File: config.mk
export PLATFORM = sky130hd
export DESIGN_NAME = ch0re_ex_mem_reg
export DESIGN_NICKNAME = d
export VERILOG_FILES = /design/src/rtl/ch0re_ex_mem_reg.sv
export SDC_FILE = /design/constraint.sdc
export NUM_CORES = 1
export LEC_CHECK = 0
export CAP_MARGIN = 20
export CELL_PAD_IN_SITES_DETAIL_PLACEMENT = 1
export CELL_PAD_IN_SITES_GLOBAL_PLACEMENT = 1
export CORE_MARGIN = 2
export CORE_UTILIZATION = 33
export CTS_CLUSTER_SIZE = 16
export DETAILED_ROUTE_END_ITERATION = 6
export PLACE_DENSITY = 0.79
export SLEW_MARGIN = 20
export SYNTH_ARGS = -nofsm -noshare
export SYNTH_HDL_FRONTEND = slang
export SYNTH_SLANG_ARGS = --single-unit
export TNS_END_PERCENT = 5
File: constraint.sdc
create_clock -name i_clk -period 2.2 [get_ports i_clk]
set_input_delay 0.22 -clock i_clk [delete_from_list [all_inputs] [get_ports i_clk]]
set_output_delay 0.22 -clock i_clk [all_outputs]
set_load 0.005 [all_outputs]
File: src/rtl/ch0re_ex_mem_reg.sv
// EX->MEM boundary: resolves branches, raises a one-cycle mispredict redirect and
// holds the writeback payload in a 2-entry skid buffer so MEM stalls never reach EX combinationally.
module ch0re_ex_mem_reg #(
  parameter int XLEN   = 64,
  parameter int REG_AW = 5
) (
  input  logic              i_clk,
  input  logic              i_rst_n,
  input  logic              i_flush,
  input  logic              i_valid,
  output logic              o_ready,
  input  logic [XLEN-1:0]   i_alu_res,
  input  logic              i_flag_zero,
  input  logic              i_flag_less,
  input  logic [2:0]        i_br_type,
  input  logic              i_pred_taken,
  input  logic [XLEN-1:0]   i_pc,
  input  logic [XLEN-1:0]   i_br_target,
  input  logic [REG_AW-1:0] i_rd,
  input  logic              i_rd_we,
  output logic              o_valid,
  input  logic              i_ready,
  output logic [XLEN-1:0]   o_res,
  output logic [REG_AW-1:0] o_rd,
  output logic              o_rd_we,
  output logic              o_redirect,
  output logic [XLEN-1:0]   o_redirect_pc
);

  localparam logic [2:0]      BR_NONE = 3'd0;
  localparam logic [2:0]      BR_EQ   = 3'd1;
  localparam logic [2:0]      BR_NE   = 3'd2;
  localparam logic [2:0]      BR_LT   = 3'd3;
  localparam logic [2:0]      BR_GE   = 3'd4;
  localparam logic [2:0]      BR_JMP  = 3'd5;
  localparam logic [XLEN-1:0] FOUR    = XLEN'(4);

  function automatic logic resolve_taken(input logic [2:0] br_type,
                                         input logic zero, input logic less);
    case (br_type)
      BR_EQ:   return zero;
      BR_NE:   return !zero;
      BR_LT:   return less;
      BR_GE:   return !less;
      BR_JMP:  return 1'b1;
      default: return 1'b0;
    endcase
  endfunction

  logic              taken_p0;
  logic              is_cond_p0;
  logic [XLEN-1:0]   pc4_p0;
  logic [XLEN-1:0]   res_p0;
  logic              we_p0;
  logic [XLEN-1:0]   redir_pc_p0;
  logic              acc_p0;
  logic              hs_p0;

  logic              m_vld_p1;
  logic [XLEN-1:0]   m_res_p1;
  logic [REG_AW-1:0] m_rd_p1;
  logic              m_we_p1;
  logic              s_vld_p1;
  logic [XLEN-1:0]   s_res_p1;
  logic [REG_AW-1:0] s_rd_p1;
  logic              s_we_p1;
  logic              redir_p1;
  logic [XLEN-1:0]   redir_pc_p1;

  // Stage p0: combinational resolution of the incoming EX instruction
  always_comb begin
    taken_p0    = resolve_taken(i_br_type, i_flag_zero, i_flag_less);
    is_cond_p0  = (i_br_type == BR_EQ) || (i_br_type == BR_NE) ||
                  (i_br_type == BR_LT) || (i_br_type == BR_GE);
    pc4_p0      = i_pc + FOUR;
    res_p0      = (i_br_type == BR_JMP) ? pc4_p0 : i_alu_res;
    we_p0       = i_rd_we && !is_cond_p0 && (i_rd != '0);
    redir_pc_p0 = taken_p0 ? i_br_target : pc4_p0;
    // A flushed accept is treated as no accept at all
    acc_p0      = i_valid && o_ready && !i_flush;
    hs_p0       = m_vld_p1 && i_ready;
  end

  // Stage p1: skid buffer (M drives outputs, S catches the stall overflow) and redirect
  always_ff @(posedge i_clk) begin
    if (!i_rst_n) begin
      m_vld_p1    <= 1'b0;
      m_res_p1    <= '0;
      m_rd_p1     <= '0;
      m_we_p1     <= 1'b0;
      s_vld_p1    <= 1'b0;
      s_res_p1    <= '0;
      s_rd_p1     <= '0;
      s_we_p1     <= 1'b0;
      redir_p1    <= 1'b0;
      redir_pc_p1 <= '0;
    end else begin
      redir_p1 <= acc_p0 && (taken_p0 != i_pred_taken);
      if (acc_p0) redir_pc_p1 <= redir_pc_p0;

      if (i_flush) begin
        m_vld_p1 <= 1'b0;
        s_vld_p1 <= 1'b0;
      end else if (!m_vld_p1) begin
        m_vld_p1 <= acc_p0;
        if (acc_p0) begin
          m_res_p1 <= res_p0;
          m_rd_p1  <= i_rd;
          m_we_p1  <= we_p0;
        end
      end else if (hs_p0) begin
        // S valid implies o_ready=0, so no accept can coincide with draining S
        if (s_vld_p1) begin
          m_res_p1 <= s_res_p1;
          m_rd_p1  <= s_rd_p1;
          m_we_p1  <= s_we_p1;
          s_vld_p1 <= 1'b0;
        end else if (acc_p0) begin
          m_res_p1 <= res_p0;
          m_rd_p1  <= i_rd;
          m_we_p1  <= we_p0;
        end else begin
          m_vld_p1 <= 1'b0;
        end
      end else if (acc_p0) begin
        s_vld_p1 <= 1'b1;
        s_res_p1 <= res_p0;
        s_rd_p1  <= i_rd;
        s_we_p1  <= we_p0;
      end
    end
  end

  assign o_ready       = !s_vld_p1;
  assign o_valid       = m_vld_p1;
  assign o_res         = m_res_p1;
  assign o_rd          = m_rd_p1;
  assign o_rd_we       = m_we_p1;
  assign o_redirect    = redir_p1;
  assign o_redirect_pc = redir_pc_p1;

endmodule
==> run metrics, run 1 <==
status finished, final reports clean; sequential fraction of the synthesis area slightly below 40%; Slew headroom ~53%; IO buf count ~350; Hold Vio Cnt, Final 0; RSZ-0062 raised after global routing true; #FFs+latches synth ~210; Final Non-Filler Cells between 2000 and 2500; power per cell area around 600 nW/um^2; DP HPWL roughly 40000 um; residual DRC count 0; routed wire length between 50000 and 60000 um; Max Cap Viol 0; area of the core roughly 32000 sq um; cells after synthesis 1350; Clock Tree Buf Depth 3; Synth Net Count around 1600; CTS tree yes; fin nets between 2000 and 2500; Worst Reg-to-Reg Cells 7; commonest cells in the netlist dfxtp_1, nand2_1, o21ai_0; Arr. time, crit path about 2.6 ns; FMAX 466 MHz; Crit path required time roughly 2.6 ns; root buf cell clkbuf_16; top cell type by total area after synthesis dfxtp_1; worst min path class in2reg; synth warn 0; Design Power a little over 0.01 W; routed vias 13300; Final min period ~2.1 ns; first-pass GRT wire length around 80000 um; Pre-Repair DR Iteration Count 5; clock-pin slew on the worst setup and hold paths roughly 0.07 ns; Worst Hold Path Cells 3; Die Y ~180 um; fraction of registers with async set/reset 0%; area share of the largest cell type after synthesis between 30% and 40%; total grt overflow 0; Worst-Skew Late Latency around 0.54 ns; clock sink count 207; die width around 180 um; Critical Path Start Type input port; initial antenna violation count 4; Setup CP Type in2reg; number of placed cells counting well taps roughly 2200; TritonCTS Buffers 25; Yosys cell types between 60 and 70; Tcrit/Tclk final a little under 100%; Die ar. 33600 sq um; Post-synth EDFFs 0; Core Rows between 60 and 70; Via-to-Cell Ratio around 5.8; gr usage total between 30% and 40%; WL/cell around 24 um; Final Slew Violations 0; Detail Route Antenna Nets 0; largest net degree at the start of global routing 77; Post-DP Area about 16000 sq um; Initial Util between 30% and 40%; WHS 0.207 ns; layout cells sized above 1 17.7%; slew of the pin with the lowest slew margin 0.707 ns; Post-Synthesis Cell Area approximately 11000 sq um; VDD IR max between 400 and 500 uV; critical path fanouts, max 12; First DRT Iteration DRCs 907; Final Instance Area between 15000 and 20000 sq um; Routability Congestion 0.908; top cells by area, synth dfxtp_1, nand2_1, o21ai_0, a21oi_1, nand3_1; H-tree depth 1; synthesis-to-layout area growth 61.6%; Final setup viols 0; Avg Inst Size Synth approximately 8 sq um; vias in the first global route 14100; most frequent cell after synthesis dfxtp_1; Top FF cell, synth dfxtp_1; skew final approximately 0.0097 ns; I/O pin count approximately 350; Static Leak about 6.3 nW; endpoint class of the critical path flop
-- kinds of logic (layout without fill, tap and decap cells) --
logic type | after synthesis | in the layout | share of synthesized area (%)
AO/OA/AOI/OAI | 434 | 434 | 25.3
buffers and inverters | 121 | 637 | 4.38
AND/OR/NAND/NOR | 506 | 506 | 24.1
other | 0 | 3 | 0
flip-flops | 207 | 207 | 39.1
XOR/XNOR | 47 | 47 | 3.88
adder cells (fa/ha/maj) | 1 | 1 | 0.118
multiplexers | 34 | 34 | 3.21
-- sequential cells by signal, indices dropped and copies added, names as in the netlist --
signal	count
o_res	64
s_rd_p1	5
s_res_p1	64
s_vld_p1	1
o_valid	1
o_redirect	1
o_rd_we	1
s_we_p1	1
o_rd	5
o_redirect_pc	64
-- cell type report --
cell class,instances,area [sq um]
Multi-Input combinational cell,1022,6170
Tap cell,402,503
Sequential cell,207,4140
Clock inverter,15,136
Fill cell,3711,14500
Inverter,11,41.3
Timing Repair Buffer,581,5470
Antenna cell,3,7.51
Clock buffer,30,664
-- layer usage --
layer  GRT usage [%]  wire length (um)  vias to the layer above
met5               0                13                        -
met4            15.4              2700                        2
met2            53.9             25800                      560
li1                -                 -                     6012
met3            7.39              3970                      144
met1            37.7             22100                     6562
-- where the power goes --
group	total [W]	internal [W]	switching [W]
registers	0.00405	0.00393	0.000117
clock network	0.00414	0.00239	0.00175
logic	0.00217	0.00113	0.00104
total	0.0104	0.00745	0.00291
-- metrics by stage --
stage / TNS (ns) / utilization, % / worst slack, ns
after floorplan: 0 / - / 0.207
after global placement: -49.09 / 51.1 / -0.586
after detailed placement: -59.53 / 51.1 / -0.730
after CTS: 0 / 53.8 / 0.0364
after global routing: -0.260 / 54.2 / -0.0613
final: 0 / 54.2 / 0.0531
-- critical path, cell delays in order --
cell and delay, ns:
clkdlybuf4s50_1 0.51, buf_4 0.14, nand4_1 0.12, buf_4 0.19, nor4_4 0.27, buf_12 0.19
nand3_1 0.21, o21a_1 0.30, o21ai_0 0.28, a31oi_1 0.13
-- worst paths after layout --
path,start,endpoint,slack [ns]
hold / removal,i_rst_n,s_res_p1[29],0.21
setup reg to reg,s_vld_p1,o_res[36],0.22
hold reg to reg,o_redirect_pc[12],o_redirect_pc[12],0.46
setup / recovery,i_pc[8],o_redirect_pc[51],0.05
-- cell usage in the layout (no fill, tap or decap), types with 5 or more instances in the layout --
cell             netlist  routed
a211oi_1              10       8
a21o_1                 6       6
a21oi_1              118     118
a31oi_1               26      26
and2_1                 7       7
and3_1                10       9
buf_12                 0      19
buf_4                  1     217
clkbuf_16              0      25
clkdlybuf4s50_1        0     343
clkinv_2               0       9
dfxtp_1              207     207
inv_1                 11      10
mux2i_1               34      33
nand2_1              170     169
nand2b_1               9       9
nand3_1              113     109
nand3_2                1       5
nand4_1               29      29
nor2_1                72      69
nor2b_1                5       5
nor3_1                31      28
nor3_2                 2       5
nor4_1                21      18
nor4_2                 3       6
o211ai_1              23      23
o21a_1                 9       9
o21ai_0              123     122
o221ai_1              42      42
o22a_1                 5       5
o22ai_1               28      28
o31a_1                 6       6
o31ai_1               16      15
or3_1                  5       5
xnor2_1               39      35
xor2_1                 8       8
-- timing repair --
item | in CTS | in global routing
endpoints found under the setup margin | 32 | 41
pin swaps | 2 | 10
hold buffers | 0 | 0
buffers inserted | 2 | 3
gates resized for setup | 6 | 17
(Power assumes the default switching activity.)
==> run 2: changes to the inputs <==
--- a/config.mk
+++ b/config.mk
@@ -10,7 +10,7 @@
 export CELL_PAD_IN_SITES_GLOBAL_PLACEMENT = 1
 export CORE_MARGIN = 2
 export CORE_UTILIZATION = 33
-export CTS_CLUSTER_SIZE = 16
+export CTS_CLUSTER_SIZE = 30
 export DETAILED_ROUTE_END_ITERATION = 6
 export PLACE_DENSITY = 0.79
 export SLEW_MARGIN = 20
==> results of run 2 <==
The final DEF is identical to that of run 1; final timing and power are the same.
==> run 3: changes to the inputs <==
--- a/config.mk
+++ b/config.mk
@@ -9,10 +9,11 @@
 export CELL_PAD_IN_SITES_DETAIL_PLACEMENT = 1
 export CELL_PAD_IN_SITES_GLOBAL_PLACEMENT = 1
 export CORE_MARGIN = 2
-export CORE_UTILIZATION = 33
+export CORE_UTILIZATION = 34
+export CTS_BUF_LIST = sky130_fd_sc_hd__clkbuf_4 sky130_fd_sc_hd__clkbuf_8
 export CTS_CLUSTER_SIZE = 30
 export DETAILED_ROUTE_END_ITERATION = 6
-export PLACE_DENSITY = 0.79
+export PLACE_DENSITY = 0.81
 export SLEW_MARGIN = 20
 export SYNTH_ARGS = -nofsm -noshare
 export SYNTH_HDL_FRONTEND = slang
==> run metrics, run 3 (synthesized netlist as in run 1, its figures left out) <==
status finished, final reports clean; Crit path required time 2.62 ns (about the same); crit-path cells clkdlybuf4s50_1 > nand4_2 > nor4_4 > buf_12 > buf_4 > nand4_1 > xnor2_1 > buf_4 > mux2i_2 > o21ai_0; Routability Congestion 0.903 (-0.63%); endpoint class of the critical path flop; RSZ-0062 raised after global routing true; share of the core filled with cells 55.4% (+1.3 points); Static Leak 6.31 nW (-0.62%); vias in the first global route 14000 (-0.78%); HP Start i_rst_n; P_sw 0.00292 W (+0.25%); Initial Util 34.6% (+1.1 points); r2r setup slk 0.19 ns (-0.03 ns); gr usage total 32.1% (+0.41 points); synthesis-to-layout area growth 60.3%; most frequent cells in the layout clkdlybuf4s50_1, dfxtp_1, buf_4; routed wire length 54600 um (about the same); Min-Delay Endpoint o_redirect_pc[63]; residual DRC count 0 (unchanged); Tcrit/Tclk final 98.5% (+0.96 points); routed vias 13400 (+0.67%); First DRT Iteration DRCs 857 (-5.5%); Clock Tree Buf Depth 3 (unchanged); reg2reg end o_res[41]; Internal Power 0.00756 W (+1.5%); reg2reg start s_vld_p1; VDD IR max 361 uV (-24%); layout cells sized above 1 17.6% (-0.082 points); fin worst setup slack 0.0320 ns (-0.0211 ns); Sw Share 27.8% (-0.25 points); Largest stage delay, worst path 0.58 ns (+0.07 ns); power per cell area 617 nW/um^2 (+2.0%); critical path fanouts, max 13 (+1); WL/cell 24.0 um (about the same); skew final 0.00982 ns (+0.000118 ns); Detail Route Antenna Nets 0 (unchanged); Slew headroom 58.9% (+6.0 points); clock sink count 207 (unchanged); total grt overflow 0 (unchanged); Worst-Skew Late Latency 0.55 ns (about the same); first-pass GRT wire length 82700 um (+0.47%); CP max-delay cell clkdlybuf4s50_1; Total Neg Setup Slack 0 ns (unchanged); Reg power frac 38.6% (-0.5 points); slew of the pin with the lowest slew margin 0.617 ns (-0.0899 ns); CTS tree yes; fin nets 2054 (-0.19%); Final Instance Area 17000 sq um (-0.81%); part of the power in the clock network 41.1% (+1.1 points); area of the core 30700 sq um (-3.1%); buffer and inverter count on the worst path 4 (unchanged); Setup CP Type in2reg; Max Cap Viol 0 (unchanged); Critical Path Start Type input port; die width 181 um (-1.4%); Hold Vio Cnt, Final 0 (unchanged); Core Rows 64 (-1.5%); I/O pin count 346 (unchanged); Comb power frac 20.2% (-0.7 points); Arr. time, crit path 2.59 ns (+0.03 ns); Post-DP Area 16000 sq um (-0.93%); family with the most delay on the worst path buffers and inverters; Via-to-Cell Ratio 5.89 (+0.67%); Die Y 181 um (-1.4%); FMAX 461 MHz (-0.97%); largest net degree at the start of global routing 70 (-9.1%); Place WS -0.539 ns (+0.191 ns); DP HPWL 39800 um (-1.4%); Final setup viols 0 (unchanged); root buf cell clkbuf_8; H-tree depth 2 (+1); Pre-Repair DR Iteration Count 5 (unchanged); WHS 0.0586 ns (-0.149 ns); clock-pin slew on the worst setup and hold paths 0.06 ns (about the same); Worst Hold Path Cells 3 (unchanged); Final Slew Violations 0 (unchanged); TritonCTS Buffers 39 (+56%); post-CTS setup buffer count 0 (-2); Final min period 2.17 ns (+0.0211 ns); Worst path most repeated cell buf_4; Worst Reg-to-Reg Cells 6 (-1); worst min path class in2reg; most common cell after layout, fill and taps aside clkdlybuf4s50_1; IO buf count 345 (unchanged); Die ar. 32600 sq um (-2.9%); initial antenna violation count 6 (+2)
-- run 3: changes by cell type in the layout (fill, tap and decap cells not counted), sizes merged --
cell | before | now
clkinv | 9 | 3
diode | 3 | 6
clkbuf | 30 | 60
bufinv | 2 | 3
buf | 237 | 219
inv | 12 | 11
clkinvlp | 3 | 0
-- run 3: tightest hold or removal path, stage by stage --
cell and delay, ns:
buf_4 0.12, inv_2 0.07, o211ai_1 0.17
-- run 3: worst max-delay path by stage --
stage,start,to,slack [ns],cells past startpoint
final,i_pc[4],s_res_p1[33],0.03,10
after global routing,i_pc[14],o_redirect_pc[42],-0.1,8
after CTS,i_pc[5],o_res[27],0.01,11
after detailed placement,i_pc[2],o_res[36],-0.54,8
after global placement,i_pc[2],s_res_p1[62],-0.51,10
after floorplan,i_pc[2],o_res[56],0.21,7
-- run 3: what timing repair did --
item | CTS | global route
endpoints found under the setup margin | 0 | 41
hold buffers | 0 | 0
gates resized for setup | 0 | 18
-- run 3: final cells by class --
| type | count | area (sq um) |
|---|---|---|
| Clock buffer | 60 | 757 |
| Multi-Input combinational cell | 1022 | 6150 |
| Tap cell | 396 | 495 |
| Sequential cell | 207 | 4140 |
| Antenna cell | 6 | 15.0 |
| Fill cell | 3649 | 13700 |
| Clock inverter | 6 | 105 |
| Timing Repair Buffer | 563 | 5290 |
| Inverter | 11 | 41.3 |
-- run 3: power groups by stage --
stage / registers [W] / logic, W / clock network (W)
after detailed placement: 0.00412 / 0.00207 / 0
after floorplan: 0.00411 / 0.000693 / 0
after global routing: 0.00407 / 0.00225 / 0.00452
after CTS: 0.00405 / 0.00210 / 0.00434
after global placement: 0.00412 / 0.00202 / 0
final: 0.00405 / 0.00212 / 0.00431
-- run 3: per-layer routing --
| metal | vias up | GRT usage (%) | share of wire (%) | routed length [um] |
|---|---|---|---|---|
| li1 | 6011 | - | - | - |
| met3 | 163 | 6.43 | 7.3 | 3970 |
| met4 | 2 | 14.7 | 5.1 | 2770 |
| met5 | - | 0 | 0.018 | 10 |
| met1 | 6578 | 38.9 | 40 | 21900 |
| met2 | 615 | 54.8 | 48 | 26000 |
-- run 3: metrics by stage --
| step | total power (W) | instances |
|---|---|---|
| 2_1_floorplan | 0.00481 | 1350 |
| 3_3_place_gp | 0.00614 | 2199 |
| 3_5_place_dp | 0.00620 | 2199 |
| 4_1_cts | 0.0105 | 2265 |
| 5_1_grt | 0.0108 | 2268 |
| 6_report | 0.0105 | 2271 |
